`config.mk`:
```
export PLATFORM = sky130hd
export DESIGN_NAME = serial_to_parallel_framed_flat
export DESIGN_NICKNAME = d
export VERILOG_FILES = /design/src/rtl/serial_to_parallel_framed_if.sv /design/src/rtl/serial_to_parallel_framed.sv /design/src/flat_wrapper.sv
export SDC_FILE = /design/constraint.sdc
export NUM_CORES = 1
export LEC_CHECK = 0
export ABC_AREA = 0
export BUFFER_PORTS_ARGS = -buffer_cell sky130_fd_sc_hd__buf_2
export CORE_UTILIZATION = 47
export DETAILED_ROUTE_END_ITERATION = 7
export PLACE_DENSITY = 0.67
export SLEW_MARGIN = 40
export SYNTH_ARGS = -nofsm -noshare
export SYNTH_HDL_FRONTEND = slang
export SYNTH_SLANG_ARGS = --single-unit
```
`constraint.sdc`:
```
create_clock -name clk -period 4.2 [get_ports clk]
set_input_delay 0.84 -clock clk [delete_from_list [all_inputs] [get_ports clk]]
set_output_delay 0.84 -clock clk [all_outputs]
set_load 0.01 [all_outputs]
```
`src/rtl/serial_to_parallel_framed_if.sv`:
```
// serial_to_parallel_framed_if: serial-in / parallel-out bus bundle for the framed receiver
interface serial_to_parallel_framed_if #(
    parameter int WIDTH = 64,
    parameter int CNT_W = 7
);
    logic             i_enable;
    logic [CNT_W-1:0] i_framesize;
    logic             i_serial;
    logic             i_bit_valid;
    logic [WIDTH-1:0] o_parallel;
    logic             o_complete;
    logic             o_busy;
    logic             o_frame_error;
    logic             o_parity_error;
    modport master (
        output i_enable, i_framesize, i_serial, i_bit_valid,
        input  o_parallel, o_complete, o_busy, o_frame_error, o_parity_error
    );
    modport slave (
        input  i_enable, i_framesize, i_serial, i_bit_valid,
        output o_parallel, o_complete, o_busy, o_frame_error, o_parity_error
    );
endinterface

```
`src/rtl/serial_to_parallel_framed.sv`:
```
// serial_to_parallel_framed: assembles 1..WIDTH strobed serial bits into a right-justified word; STP_PARITY_CHECK_EN adds a trailing even-parity bit per frame
module serial_to_parallel_framed #(
    parameter int WIDTH     = 64,
    parameter int CNT_W     = 7,
    parameter bit MSB_FIRST = 1'b1
) (
    input logic clk,
    input logic rst,
    serial_to_parallel_framed_if.slave bus
);
`ifdef STP_PARITY_CHECK_EN
    localparam bit PAR = 1'b1;
`else
    localparam bit PAR = 1'b0;
`endif
    typedef enum logic {IDLE, SHIFT} state_t;
    state_t           r_state, w_state_nxt;
    logic [CNT_W-1:0] r_cnt, r_fs, w_fs, w_pos;
    logic [WIDTH-1:0] r_shift, r_parallel, w_base, w_shift_nxt, w_word;
    logic             r_complete, r_busy, r_frame_error;
    logic             w_acc, w_bad, w_go, w_last, w_complete_nxt, w_ferr_nxt;
    assign w_acc       = bus.i_enable & bus.i_bit_valid;
    assign w_bad       = (r_state == IDLE) && (bus.i_framesize == '0 || bus.i_framesize > CNT_W'(WIDTH));
    assign w_go        = w_acc & ~w_bad;
    assign w_fs        = (r_state == IDLE) ? bus.i_framesize : r_fs;
    assign w_pos       = (r_state == IDLE) ? '0 : r_cnt;
    // With parity the data bits fill cnt 0..fs-1 and the bit arriving at cnt==fs is the parity bit.
    assign w_last      = PAR ? (r_state == SHIFT && r_cnt == r_fs) : (w_pos == w_fs - CNT_W'(1));
    assign w_base      = (r_state == IDLE) ? '0 : r_shift;
    assign w_shift_nxt = MSB_FIRST ? {w_base[WIDTH-2:0], bus.i_serial} : (w_base | (WIDTH'(bus.i_serial) << w_pos));
    assign w_word      = PAR ? r_shift : w_shift_nxt;
    // state register
    always_ff @(posedge clk)
        r_state <= rst ? IDLE : w_state_nxt;
    // next state: every accepted good bit either finishes the frame or keeps assembling
    always_comb
        w_state_nxt = w_go ? (w_last ? IDLE : SHIFT) : r_state;
    // output decode for the registered pulses
    always_comb begin
        w_complete_nxt = w_go & w_last;
        w_ferr_nxt     = w_acc & w_bad;
    end
    // datapath: shift register, counter, latched frame size and registered outputs
    always_ff @(posedge clk) begin
        if (rst) begin
            r_shift       <= '0;
            r_cnt         <= '0;
            r_fs          <= '0;
            r_parallel    <= '0;
            r_complete    <= 1'b0;
            r_busy        <= 1'b0;
            r_frame_error <= 1'b0;
        end else begin
            r_complete    <= w_complete_nxt;
            r_frame_error <= w_ferr_nxt;
            r_busy        <= (w_state_nxt == SHIFT);
            if (w_go) begin
                r_shift <= w_shift_nxt;
                r_cnt   <= w_last ? '0 : w_pos + CNT_W'(1);
                r_fs    <= w_fs;
            end
            if (w_complete_nxt)
                r_parallel <= w_word;
        end
    end
`ifdef STP_PARITY_CHECK_EN
    logic r_par, r_parity_error;
    // running XOR of data bits; the parity bit must bring it back to zero
    always_ff @(posedge clk) begin
        if (rst) begin
            r_par          <= 1'b0;
            r_parity_error <= 1'b0;
        end else begin
            r_parity_error <= w_go & w_last & (r_par ^ bus.i_serial);
            if (w_go)
                r_par <= w_last ? 1'b0 : (((r_state == IDLE) ? 1'b0 : r_par) ^ bus.i_serial);
        end
    end
    assign bus.o_parity_error = r_parity_error;
`else
    assign bus.o_parity_error = 1'b0;
`endif
    assign bus.o_parallel    = r_parallel;
    assign bus.o_complete    = r_complete;
    assign bus.o_busy        = r_busy;
    assign bus.o_frame_error = r_frame_error;
endmodule

```
`src/flat_wrapper.sv`:
```
// flat-port wrapper written by rule: the top's interface ports become plain ports
module serial_to_parallel_framed_flat 
#(
    parameter int WIDTH     = 64,
    parameter int CNT_W     = 7,
    parameter bit MSB_FIRST = 1'b1
)
  (clk, rst, bus_i_enable, bus_i_framesize, bus_i_serial, bus_i_bit_valid, bus_o_parallel, bus_o_complete, bus_o_busy, bus_o_frame_error, bus_o_parity_error);
  serial_to_parallel_framed_if #(.WIDTH(WIDTH), .CNT_W(CNT_W)) bus_i ();
  input logic clk;
  input logic rst;
  input wire logic [$bits(bus_i.i_enable)-1:0] bus_i_enable;
  input wire logic [$bits(bus_i.i_framesize)-1:0] bus_i_framesize;
  input wire logic [$bits(bus_i.i_serial)-1:0] bus_i_serial;
  input wire logic [$bits(bus_i.i_bit_valid)-1:0] bus_i_bit_valid;
  output wire logic [$bits(bus_i.o_parallel)-1:0] bus_o_parallel;
  output wire logic [$bits(bus_i.o_complete)-1:0] bus_o_complete;
  output wire logic [$bits(bus_i.o_busy)-1:0] bus_o_busy;
  output wire logic [$bits(bus_i.o_frame_error)-1:0] bus_o_frame_error;
  output wire logic [$bits(bus_i.o_parity_error)-1:0] bus_o_parity_error;
  assign bus_i.i_enable = bus_i_enable;
  assign bus_i.i_framesize = bus_i_framesize;
  assign bus_i.i_serial = bus_i_serial;
  assign bus_i.i_bit_valid = bus_i_bit_valid;
  assign bus_o_parallel = bus_i.o_parallel;
  assign bus_o_complete = bus_i.o_complete;
  assign bus_o_busy = bus_i.o_busy;
  assign bus_o_frame_error = bus_i.o_frame_error;
  assign bus_o_parity_error = bus_i.o_parity_error;
  serial_to_parallel_framed #(.WIDTH(WIDTH), .CNT_W(CNT_W), .MSB_FIRST(MSB_FIRST)) u_core (.clk(clk), .rst(rst), .bus(bus_i));
endmodule
```
-- After elaboration in Yosys (flattened, before gate mapping)
Index checks and enable logic that the tools add are counted.
- output and inout port bits: 68
- input port bits: 12
- logic and storage cells: 25
- register bits after elaboration: 144
- equal/unequal tests: 1
- bitwise operators: 6
- reductions and logical operators: 3
- $add $sub $neg: 2
- magnitude comparators: 1
- multiplexer cells: 5
- operators by type and width (cell ; number):
    $mux 63 ; 1
    $mux 7 ; 3
    $add 7x1->7 const B ; 1
    $eq 7x7->1 ; 1
    $gt 7x7->1 const B ; 1
    $logic_not 7->1 ; 1
    $sub 7x1->7 const B ; 1
    $and 1x1->1 ; 4
    $not 1->1 ; 2
    $logic_and 1x1->1 ; 1
    $logic_or 1x1->1 ; 1
    $mux 1 ; 1

-- Longest topological paths before layout
Gate-level depths: netlist of the first run.
- word-level depth: 6
- mapped depth: 15

-- Least setup slack after synthesis of the first run
OpenSTA, ideal clock, no wires.
- path type: reg2reg
- from: register u_core.r_state
- to: register u_core.r_parallel[59] (netlist: u_core.bus.o_parallel[59])
- stages on the path, launching flop included: 14
- library setup time: 0.070 ns
- data arrival time: 3.772 ns
- data required time: 4.130 ns
- setup slack: 0.357 ns
- cell sequence: dfxtp_1 -> clkbuf_1 -> buf_1 -> clkbuf_1 -> clkbuf_1 -> mux2i_1 -> ha_1 -> nor4bb_1 -> o22ai_1 -> xor2_1 -> inv_2 -> clkbuf_1 -> or4_1 -> a21oi_1
- longest elaborated chain between the ends: 5
- elaborated cells between the ends (all ways): 10
- RTL lines (item ; line ; text):
    from (decl) ; serial_to_parallel_framed.sv:17 ; state_t r_state, w_state_nxt;
    from (signal assigned) ; serial_to_parallel_framed.sv:34 ; r_state <= rst ? IDLE : w_state_nxt;
    branches (longest 5 deep; another with $sub 7x1->7) ; -- ;
    to (signal assigned) ; serial_to_parallel_framed.sv:63 ; r_parallel <= w_word;
    to (decl) ; serial_to_parallel_framed.sv:19 ; logic [WIDTH-1:0] r_shift, r_parallel, w_base, w_shift_nxt, w_word;
Several ways; the timed one is not identified.
A chain may end at the register's enable or synchronous reset.

-- Worst setup path in the final report of the first run
- from: input port bus_i_framesize[0]
- to: register u_core.r_parallel[50] (netlist: u_core.bus.o_parallel[50])
- longest elaborated chain between the ends: 6
- elaborated cells between the ends (all ways): 10
- RTL lines (item ; line ; text):
    from (decl) ; flat_wrapper.sv:13 ; input wire logic [$bits(bus_i.i_framesize)-1:0] bus_i_framesize;
    branches (longest 5 deep; another with $sub 7x1->7) ; -- ;
    $and 1x1->1 (*) ; serial_to_parallel_framed.sv:40 ; w_complete_nxt = w_go & w_last;
Mark *: on every way between the ends.

==> impl_metrics.ini, run 1 <==
[outcome]
outcome = finished clean

[setup_path]
most_repeated_library_cell_on_the_critical_path = sky130_fd_sc_hd__a21oi_1
critPathSlowestCell = sky130_fd_sc_hd__or4_1
critical_path.reg2reg.startpoint = u_core.r_state
crit_path_cell_trace = buf_2, nor2b_1, a21oi_1, ha_1, nor4bb_1, nor2_1, xnor2_1, nand4b_4, buf_4, or4_1, a21oi_1
cp_max_fo = 47
cp-start-kind = input pin
critPathRequiredTime_ps = 4550
rrSetupSlack_ps = 1160
worst-r2r-cell-count = 9
critical_path_class = in2reg
critPathCaptureType = flip-flop
crit_arrival_ps = 3480
longest_individual_stage_delay_on_the_worst_path_ps = 570
r2r-end = u_core.bus.o_parallel[50]

[hold_path]
min_to = u_core.r_shift[9]
hp-start = u_core.r_shift[9]
hold_path.class = reg2reg
min_delay_path_depth = 2

[sta]
smallest_hold_slack_ps = 449
totalNegativeSetupSlack_ps = 0
report.final.slew_viol_count = 0
max_slew_margin_pct = 47.6
finClkSkew_ps = 9.60
max_freq_ghz = 0.319
min_period_over_period_pct = 74.6
setup_viol = 0
worst_slew_pin_slew_ps = 786
grt_setup_unrepaired = no
finalCriticalPeriod_ps = 3130
report.final.hold_viol_count = 0

[global_route]
grt_pass1_vias = 5044
groute.layer.met2.usage_pct = 34.2
overflow = 0
grtUsageTotal_pct = 22.0
grt-busiest-layer = met2
pin_count_of_the_biggest_net_entering_global_routing = 122
grt_pass1_wl_mm = 23.9
use_met3_pct = 5.82
initial_antenna_violation_count = 0
grtUsageMet1_pct = 29.7

[pwr]
leakage_uw = 0.00252
power.total_uw = 3180
max-vdd-ir-drop_uv = 271
power_density_nw_per_um2 = 438

[yosys]
ys_seq_area_share_pct = 46.3
post_synth_num_cell_types = 48
synth_fp_nets = 797
post_synth_inst_count = 783
yosys_register_bits = 144
synthesized_cell_area_sq_um = 6230
yosys.area_share.xor_xnor_pct = 2.05
synth_compound_area_share_pct = 18.7
synth-async-reset-ratio_pct = 0
synth_top_family_by_area = simple AND/OR/NAND/NOR gates
synth-edff-count = 0
yosys-mux-area-fraction_pct = 1.29
synth_ff_type = sky130_fd_sc_hd__dfxtp_1
yosysWarnings = 0
synth_fa_ha_area_share_pct = 0.402
synth_area_per_cell_sq_um = 7.96
synth_simple_gate_area_share_pct = 25.1

[detailed_routing]
routed_wl_mm = 14.3
detailedRoute.firstPassIterationCount = 7
postRouteAntennaNets = 0
detailroute.via_count = 5613
detail_route.drc_violations = 0
drt_iter0_markers = 423
route.detailed.vias_per_inst = 5.64
wl_per_cell_microns = 14.4

[placement]
dpl_cell_area_sq_um = 6630
routabilityCongestion = 0.831
detailed_place_hpwl_mm = 8.51
post-place-cells = 965
placement.io_buffers = 78

[floorplanning]
placementRows = 41
die_area_sq_um = 13700
core_area_sq_um = 12800
fp.dieW_microns = 117
start_util_pct = 48.8
floorplan.io_pins = 80
chipHeight_microns = 117

[cts]
post_cts.repair.setup_buffers = 0
quantity_of_hold_fixing_buffers_added_after_cts = 0
cts-buffers-inserted = 17
clkSinkCount = 144
cts-htree-levels = 4
clock_tree.buffer_depth = 2
clk_pin_slew_worst_paths_ps = 60
cts_tree = done
root_buffer = sky130_fd_sc_hd__clkbuf_16
cts_resized = 0
clk_latency_ps = 420

[final_layout]
layout_commonest_cell = sky130_fd_sc_hd__dfxtp_1
syn_to_final_growth_pct = 16.5
final_layout_size_suffix_gt1_share_pct = 15.7
mostFrequentLayoutCells = sky130_fd_sc_hd__dfxtp_1, sky130_fd_sc_hd__nand2_1, sky130_fd_sc_hd__a21oi_1, sky130_fd_sc_hd__buf_2, sky130_fd_sc_hd__o21ai_0
layoutNonFillerInstCount = 995
number_of_antenna_cells_inserted = 0
finish.instance_area_sq_um = 7260
fillcell_total = 1175
nNetsFinal = 826

[job]
max-cap-violations = 0
-- cells by family (layout without fill, tap and decap cells) --
group	count (synthesis)	after routing
AO/OA/AOI/OAI	220	220
XOR/XNOR	13	13
adder cells (fa/ha/maj)	2	2
buffers and inverters	88	128
flip-flops	144	144
multiplexers	8	8
other	1	1
AND/OR/NAND/NOR	307	307
-- cell type report --
class	instances	area (sq um)	area share [%]
clock buffer	20	447	6.16
clock inverter	10	185	2.55
inverter	5	18.8	0.259
multi-input combinational	551	2980	41.1
sequential	144	2890	39.8
tap	172	215	2.97
timing repair buffer	93	522	7.19
-- layer usage --
layer | part of all wire, % | up-vias | wire length (microns)
met2 | 46 | 137 | 6530
met5 | 0 | - | 0
li1 | - | 2840 | -
met1 | 49 | 2624 | 7060
met3 | 4.3 | 12 | 620
met4 | 0.93 | 0 | 133
-- critical path: cells and delay by family --
kind	cells	cell delay (ps)
fa+ha+maj	1	260
simple gates	5	1330
buf+inv	2	370
xor+xnor	1	300
compound gates	2	360
-- state kept, by name (all words and copies together) (netlist names) --
| name | flops |
|---|---|
| u_core.r_state | 1 |
| u_core.r_fs | 7 |
| u_core.r_cnt | 7 |
| u_core.bus.o_parallel | 64 |
| u_core.bus.o_complete | 1 |
| u_core.r_shift | 63 |
| u_core.bus.o_frame_error | 1 |
-- stage by stage --
stage	util, %	worst slack [ps]
floorplan	-	357
global placement	51.8	730
detailed placement	51.9	657
CTS	56.8	1100
global route	56.8	857
finish	56.8	1070
-- worst max-delay path by stage --
stage	from	end	slack, ps	depth (start not counted)
after global placement	bus_i_framesize[1]	u_core.bus.o_parallel[39]	730	8
after floorplan	u_core.r_state	u_core.bus.o_parallel[59]	360	13
after global routing	bus_i_framesize[0]	u_core.bus.o_parallel[63]	860	11
after CTS	bus_i_framesize[0]	u_core.bus.o_parallel[24]	1100	11
final	bus_i_framesize[0]	u_core.bus.o_parallel[50]	1070	11
after detailed placement	bus_i_framesize[1]	u_core.bus.o_parallel[24]	660	8
-- synth_stat cells, drive strengths merged, types with 3 or more instances --
library cell    n  area (sq um)
buf             9          83.8
nand3          54           270
nor3            7          35.0
xor2            5          43.8
xnor2           7          61.3
a21oi         135           676
or4            53           398
nor2           12          45.0
nand2         140           526
and2           14          87.6
nand4          15          93.8
inv             4          15.0
dfxtp         144          2880
o21ai          67           335
clkbuf         74           278
a211oi          3          22.5
mux2i           8          80.1
-- power by group --
group	internal [uW]	switching, uW	total (uW)
registers	1370	7.38	1380
clock network	1060	561	1620
logic	42.0	136	178
Note: power is estimated with default switching activity, not from simulation.
==> inputs of run 2 (changes only) <==
Clock period 4.2 ns to 3.2 ns, I/O delays scaled along.
==> impl_metrics.ini, run 2 (synthesis results as in run 1) <==
[setup_path]
crit_arrival_ps = 3210
critical_path.reg2reg.startpoint = u_core.r_state
critPathRequiredTime_ps = 3550
critPathCaptureType = flip-flop
cp-start-kind = input pin
critPathSlowestCell = sky130_fd_sc_hd__or4_1
startpoint = bus_i_framesize[1]
critical_path_class = in2reg
number_of_stages_on_the_worst_setup_path = 8
longest_individual_stage_delay_on_the_worst_path_ps = 570
path_delay_family = simple AND/OR/NAND/NOR gates
most_repeated_library_cell_on_the_critical_path = sky130_fd_sc_hd__or4_1
cp_max_fo = 73
critical_path_buf_inv_count = 2
crit_path_cell_trace = buf_2, or3_1, o311a_1, or4_1, nand4b_4, buf_12, or4_1, a21oi_1
worst-r2r-cell-count = 10

[cts]
clk_pin_slew_worst_paths_ps = 60
cts_resized = 0
clk_latency_ps = 430
post_cts.repair.setup_buffers = 0
cts-htree-levels = 4
clkSinkCount = 144
cts-buffers-inserted = 17
clock_tree.buffer_depth = 2
cts_tree = done
quantity_of_hold_fixing_buffers_added_after_cts = 0
root_buffer = sky130_fd_sc_hd__clkbuf_16

[final_layout]
layout_commonest_cell = sky130_fd_sc_hd__dfxtp_1
layout.core_utilization_pct = 58.1
number_of_flip_flops_in_the_largest_register = 64
nNetsFinal = 831
finish.instance_area_sq_um = 7420
mostFrequentLayoutCells = sky130_fd_sc_hd__dfxtp_1, sky130_fd_sc_hd__nand2_1, sky130_fd_sc_hd__a21oi_1, sky130_fd_sc_hd__buf_2, sky130_fd_sc_hd__o21ai_0
number_of_antenna_cells_inserted = 0
final_layout_size_suffix_gt1_share_pct = 16.9
syn_to_final_growth_pct = 19.2

[sta]
max_freq_ghz = 0.350
min_period_over_period_pct = 89.4
finalCriticalPeriod_ps = 2860
finClkSkew_ps = 15.6
totalNegativeSetupSlack_ps = 0
worst_slack_ps = 339
worst_slew_pin_slew_ps = 764
setup_viol = 0
report.final.slew_viol_count = 0
grt_setup_unrepaired = no
report.final.hold_viol_count = 0
max_slew_margin_pct = 49.1

[floorplanning]
core_area_sq_um = 12800
chipHeight_microns = 117
fp.dieW_microns = 117
start_util_pct = 48.8
die_area_sq_um = 13700
placementRows = 41
floorplan.io_pins = 80

[global_route]
grt_pass1_vias = 4996
overflow = 0
initial_antenna_violation_count = 0
grtUsageTotal_pct = 22.2
grt_pass1_wl_mm = 24.1
pin_count_of_the_biggest_net_entering_global_routing = 120

[pwr]
power.total_uw = 4260
leakage_uw = 0.00259
max-vdd-ir-drop_uv = 380
power_density_nw_per_um2 = 573

[detailed_routing]
route.detailed.vias_per_inst = 5.63
postRouteAntennaNets = 0
detail_route.drc_violations = 0
drt_iter0_markers = 524
wl_per_cell_microns = 14.7
routed_wl_mm = 14.7
detailroute.via_count = 5642
detailedRoute.firstPassIterationCount = 5

[job]
max-cap-violations = 0

[hold_path]
hp-start = u_core.r_shift[8]
min_delay_path_depth = 2
hold_path.class = reg2reg

[placement]
routabilityCongestion = 0.843
pre_cts_slack_ps = -43.7
placement.io_buffers = 78
detailed_place_hpwl_mm = 8.66
dpl_cell_area_sq_um = 6770

[outcome]
outcome = finished clean
==> run 2: changes by cell type in the layout (fill, tap and decap cells not counted), sizes merged <==
| cell | before | now |
|---|---|---|
| clkbuf | 20 | 22 |
| clkinv | 4 | 5 |
| buf | 93 | 98 |
| inv | 5 | 4 |
==> run 2: layer usage <==
| metal | global-route usage, % | wire length [microns] | vias up |
|---|---|---|---|
| met5 | 0 | 0 | - |
| met4 | 7.68 | 141 | 0 |
| met3 | 5.72 | 630 | 15 |
| met2 | 34.3 | 6870 | 140 |
| met1 | 30.1 | 7100 | 2646 |
| li1 | - | - | 2841 |
==> run 2: power by group <==
part / internal, uW / switching (uW) / leakage, uW
sequential: 1800 / 7.66 / 0.00116
combinational: 75.2 / 189 / 0.00111
clock: 1440 / 744 / 0.000320
==> run 2: path summary, 6_finish.rpt <==
path,end,slack [ps]
worst max-delay path,u_core.bus.o_parallel[16],340
worst min-delay path,u_core.r_shift[8],450
worst max register to register,u_core.bus.o_parallel[16],350
worst min register to register,u_core.r_shift[8],450
==> run 2: cell type report <==
| type | count | area [sq um] |
|---|---|---|
| Clock buffer | 22 | 474 |
| Clock inverter | 10 | 181 |
| Fill cell | 1133 | 5350 |
| Inverter | 5 | 18.8 |
| Multi-Input combinational cell | 551 | 3010 |
| Sequential cell | 144 | 2890 |
| Tap cell | 172 | 215 |
| Timing Repair Buffer | 98 | 634 |
==> run 2: metrics by stage <==
stage / hold slack [ps] / instances
finish: 453 / 1002
global placement: 438 / 970
floorplan: 432 / 783
global route: 471 / 1002
detailed placement: 446 / 970
CTS: 454 / 1002
==> run 2: worst min-delay path, stage by stage, from the launching register on <==
cell	delay, ps
sky130_fd_sc_hd__dfxtp_1	300
sky130_fd_sc_hd__nand2_1	50
sky130_fd_sc_hd__a21oi_1	50
